File: src/rtl/dmem_pkg.sv
// Shared definitions for the data-memory arbiter: default widths, reserved address, FSM encoding.
package dmem_pkg;

    localparam int unsigned ADDR_W_DEF = 8;
    localparam int unsigned DATA_W_DEF = 8;

    // Writes here are forwarded; the memory itself discards them.
    localparam logic [7:0] PROTECT_ADDR = 8'hFF;

    localparam logic [1:0] ST_IDLE   = 2'd0;
    localparam logic [1:0] ST_ACCESS = 2'd1;
    localparam logic [1:0] ST_DONE   = 2'd2;

endpackage

File: src/rtl/dmem_arb_pick.sv
// Two-way request picker. Define DMEM_ARB_RR_EN for round-robin on contention;
// otherwise port 0 has fixed priority.
module dmem_arb_pick
    import dmem_pkg::*;
(
    input  logic req0,
    input  logic req1,
    input  logic last_grant,
    output logic grant_valid,
    output logic grant_id
);

`ifdef DMEM_ARB_RR_EN
    always_comb begin
        grant_valid = req0 | req1;
        if (req0 && req1)
            grant_id = ~last_grant;
        else
            grant_id = req1 & ~req0;
    end
`else
    logic unused_last_grant;
    assign unused_last_grant = last_grant;

    always_comb begin
        grant_valid = req0 | req1;
        grant_id    = req1 & ~req0;
    end
`endif

endmodule

File: src/rtl/dmem_arbiter.sv
// Arbitrates the single-port data memory between the load/store unit (port 0) and debug/DMA (port 1).
// Arbitration policy selected by DMEM_ARB_RR_EN (see dmem_arb_pick).
module dmem_arbiter
    import dmem_pkg::*;
#(
    parameter int unsigned ADDR_W = ADDR_W_DEF,
    parameter int unsigned DATA_W = DATA_W_DEF
) (
    input  logic              clk,
    input  logic              rst,
    input  logic              req0,
    input  logic              we0,
    input  logic [ADDR_W-1:0] addr0,
    input  logic [DATA_W-1:0] wdata0,
    output logic              ack0,
    output logic [DATA_W-1:0] rdata0,
    input  logic              req1,
    input  logic              we1,
    input  logic [ADDR_W-1:0] addr1,
    input  logic [DATA_W-1:0] wdata1,
    output logic              ack1,
    output logic [DATA_W-1:0] rdata1,
    output logic [ADDR_W-1:0] mem_a,
    output logic [DATA_W-1:0] mem_wd,
    output logic              mem_we,
    input  logic [DATA_W-1:0] mem_rd,
    output logic              busy
);

    logic [1:0]        state;
    logic              last_grant;
    logic              lat_id;
    logic              lat_we;
    logic [ADDR_W-1:0] lat_addr;
    logic [DATA_W-1:0] lat_wdata;
    logic              grant_valid;
    logic              grant_id;

    dmem_arb_pick u_pick (
        .req0        (req0),
        .req1        (req1),
        .last_grant  (last_grant),
        .grant_valid (grant_valid),
        .grant_id    (grant_id)
    );

    always_ff @(posedge clk or negedge rst) begin
        if (!rst) begin
            state      <= ST_IDLE;
            last_grant <= 1'b1;
            lat_id     <= 1'b0;
            lat_we     <= 1'b0;
            lat_addr   <= '0;
            lat_wdata  <= '0;
            rdata0     <= '0;
            rdata1     <= '0;
        end else begin
            case (state)
                ST_IDLE: begin
                    if (grant_valid) begin
                        state      <= ST_ACCESS;
                        last_grant <= grant_id;
                        lat_id     <= grant_id;
                        lat_we     <= grant_id ? we1    : we0;
                        lat_addr   <= grant_id ? addr1  : addr0;
                        lat_wdata  <= grant_id ? wdata1 : wdata0;
                    end
                end
                ST_ACCESS: begin
                    state <= ST_DONE;
                    if (!lat_we) begin
                        if (lat_id)
                            rdata1 <= mem_rd;
                        else
                            rdata0 <= mem_rd;
                    end
                end
                ST_DONE: state <= ST_IDLE;
                default: state <= ST_IDLE;
            endcase
        end
    end

    // Memory strobes decode straight from state so an async reset kills a pending write.
    always_comb begin
        mem_a  = '0;
        mem_wd = '0;
        mem_we = 1'b0;
        if (state == ST_ACCESS) begin
            mem_a  = lat_addr;
            mem_wd = lat_wdata;
            mem_we = lat_we;
        end
    end

    assign ack0 = (state == ST_DONE) && !lat_id;
    assign ack1 = (state == ST_DONE) &&  lat_id;
    assign busy = (state != ST_IDLE);

endmodule

File: config.mk
export PLATFORM = sky130hd
export DESIGN_NAME = dmem_arbiter
export DESIGN_NICKNAME = d
export VERILOG_FILES = /design/src/rtl/dmem_pkg.sv /design/src/rtl/dmem_arb_pick.sv /design/src/rtl/dmem_arbiter.sv
export SDC_FILE = /design/constraint.sdc
export NUM_CORES = 1
export LEC_CHECK = 0
export CAP_MARGIN = 10
export CORE_AREA = 2 2 69 71
export CTS_BUF_LIST = sky130_fd_sc_hd__clkbuf_4 sky130_fd_sc_hd__clkbuf_8 sky130_fd_sc_hd__clkbuf_16
export CTS_CLUSTER_SIZE = 24
export DETAILED_ROUTE_END_ITERATION = 7
export DIE_AREA = 0 0 71 73
export PLACE_DENSITY = 0.73
export SETUP_SLACK_MARGIN = 0.1
export SLEW_MARGIN = 25
export SYNTH_ARGS = -nofsm -noshare
export SYNTH_HDL_FRONTEND = slang
export SYNTH_SLANG_ARGS = --single-unit
File: constraint.sdc
create_clock -name clk -period 2.2 [get_ports clk]
set_input_delay 0.66 -clock clk [delete_from_list [all_inputs] [get_ports clk]]
set_output_delay 0.66 -clock clk [all_outputs]
set_load 0.1 [all_outputs]
==> metrics.md <==
| Metric | Value |
|---|---|
| Status | finished clean |
| DRT Pass-1 Iters | 4 |
| Largest net degree at the start of global routing | 37 |
| Number of synthesized flops with an enable pin | 0 |
| CTS max path bufs | 2 |
| Post-synthesis mux area share | 33.2% |
| Fin. Hold Viols | 0 |
| Area leader, netlist | dfrtp_1 |
| Clock latency on the worst-skew pair | 0.28 ns |
| GR Util All Layers | 16.5% |
| Critical path arrival | 1.38 ns |
| Cells along the critical path | nor2b_4, buf_6, and2_1, buf_12 |
| Syn-to-layout area delta | 68.5% |
| Full die area | 5180 um^2 |
| DR vias/cell | 4.70 |
| Post-synth top cells | 50 x mux2_2, 36 x dfrtp_1, 17 x and2_1 |
| Num CTS Buffers | 5 |
| WL final | 4.07 mm |
| Worst Hold Endpoint | lat_addr[7] |
| Top cells by area, synth | dfrtp_1 53%, mux2_2 33%, and2_1 6.3% |
| Tmin final | 2.04 ns |
| XOR/XNOR Fraction of Synth Area | 0% |
| Initial antenna violation count | 0 |
| Count leader, synth | mux2_2 |
| TNS Setup | 0 ns |
| Worst min path class | reg2reg |
| FF-to-FF End | rdata0[0] |
| Cell count after synthesis | 121 |
| Fmax achieved | 491 MHz |
| DR vias | 1242 |
| Initial cell density of the core | 37.4% |
| Width of the die | 71 um |
| Combinational family with the most area after synthesis | multiplexers |
| # setup viols final | 0 |
| RSZ-0062 raised after global routing | yes |
| Hold Startpoint | lat_addr[7] |
| H-tree depth | 2 |
| Least-Margin Pin Slew | 0.486 ns |
| Max-slew headroom | 67.5% |
| Post-CTS Hold Fix Bufs | 0 |
| Synth Register Bits | 36 |
| Synth Cell Area | 1700 um^2 |
| Post-Synth Adder-Cell Area | 0% |
| CP max FO | 12 |
| IO Port Bufs | 81 |
| DRC violations left | 0 |
| Fillers | 348 |
| Hold path depth | 1 |
| HPWL after DPL | 3.33 mm |
| Crit start category | flop |
| Total congestion overflow | 0 |
| Yosys warns | 0 |
| PostCTS Resize Cnt | 0 |
| CP required | 1.54 ns |
| Max Clock Skew | 0.00364 ns |
| Total clock sinks | 36 |
| Top FF cell, synth | dfrtp_1 |
| Simple-gate share of the synthesized area | 9.96% |
| Reg2reg path depth | 4 |
| Vias in the first global route | 1305 |
| Worst R2R Setup Slack | 0.53 ns |
| Share of cells above drive strength 1 | 53.8% |
| Setup Buffers After CTS | 0 |
| Worst-path clk slew | 0.07 ns |
| Antenna cells | 0 |
| Initial DRC Count | 27 |
| Slowest cell on crit path | dfrtp_1 |
| Library cells used by synthesis | 16 |
| Slew Limit Fails | 0 |
| Period utilisation layout | 92.6% |
| Max-Cap Viols | 0 |
| Compound-Gate Fraction of Synth Area | 1.03% |
| Fin Hold WS | 0.498 ns |
| Kind of critical path | reg2out |
| Worst setup EP type | primary output |
| Routed wire length per instance | 15.4 um |
| Syn_area_per_cell | 14.0 um^2 |
| Core Area | 4540 um^2 |
| Top cell type's share of synthesized area | 53.1% |
| Clock Tree Root | clkbuf_8 |
| Final Wtd Congestion | 0.713 |
| I/O Pins | 82 |
| Die Span Y | 73 um |
| Synth Net Count | 167 |
| Rows | 25 |
| Worst flop-to-flop path startpoint | state[0] |
| Post-synth ARST share | 100% |
| CP max stage delay | 0.39 ns |
| First-pass GRT wire length | 6.58 mm |
| Final nets | 256 |
| CTS tree | built |
| Seq/Total Area, Yosys | 53.1% |
| Routed Antenna Nets | 0 |
## cells by family (layout without fill, tap and decap cells)
family	Yosys count	in the layout
AO/OA/AOI/OAI	3	3
flip-flops	36	36
buffers and inverters	8	97
multiplexers	50	50
AND/OR/NAND/NOR	24	24
## placed cells by master (no fill, tap or decap)
cell | synthesis | routed
nand2b_1 | 1 | 1
nor2b_4 | 0 | 1
and2_2 | 0 | 9
and3b_1 | 2 | 2
buf_6 | 1 | 1
dfrtp_1 | 36 | 36
clkbuf_4 | 0 | 1
clkdlybuf4s50_1 | 0 | 45
nor2_1 | 1 | 1
buf_12 | 0 | 20
clkbuf_8 | 0 | 5
buf_4 | 1 | 23
inv_1 | 1 | 1
a21oi_1 | 2 | 2
o21a_1 | 1 | 1
mux2_2 | 50 | 50
and2_1 | 17 | 8
nor3b_4 | 1 | 1
nor3b_2 | 0 | 1
clkinv_2 | 0 | 1
## worst max-delay path by stage
stage,startpoint,end,slack (ns),depth (start not counted)
after floorplan,lat_id,ack0,-0.10,1
after global placement,req0,lat_wdata[7],0.04,5
after CTS,state[0],mem_we,0.11,4
final,state[0],mem_we,0.16,4
after global routing,state[1],mem_we,0.09,4
after detailed placement,req0,lat_wdata[2],-0.02,5
## layout make-up
class                           count  area [um^2]  share of cell area, %
Clock inverter                      1         5.00                  0.175
Sequential cell                    36          901                   31.5
Clock buffer                        6         76.3                   2.67
Inverter                            1         3.75                  0.131
Multi-Input combinational cell     77          771                   27.0
Tap cell                           54         67.6                   2.36
Timing Repair Buffer               89         1030                   36.2
## sequential cells by signal, indices dropped and copies added (netlist names)
| signal | flops |
|---|---|
| lat_addr | 8 |
| lat_we | 1 |
| lat_wdata | 8 |
| lat_id | 1 |
| rdata1 | 8 |
| rdata0 | 8 |
| state | 2 |
## critical path: cells and delay by family (launching register included)
kind,cells,cell delay [ns]
DFF,1,0.39
and+or+nand+nor,2,0.38
buffers and inverters,2,0.33
## stage by stage
step           cell area [um^2]  instances  util [%]  setup WS (ns)
2_1_floorplan              1710        121         -         -0.104
3_3_place_gp               2770        257      61.0         0.0362
3_5_place_dp               2770        257      61.0        -0.0216
5_1_grt                    2860        264      63.0         0.0929
6_report                   2860        264      63.0          0.163
4_1_cts                    2850        264      62.8          0.112
## metal layers
metal  vias up  routed length [um]  GRT usage (%)
met1       598                1660           20.5
li1        600                   -              -
met5         -                   0              0
met2        40                2200           28.3
met4         0                  27           6.50
met3         4                 182           3.59
Power is left out: the tool's default activity adds up to more than one toggle a clock period on the data nets, which glitch-free logic cannot reach.
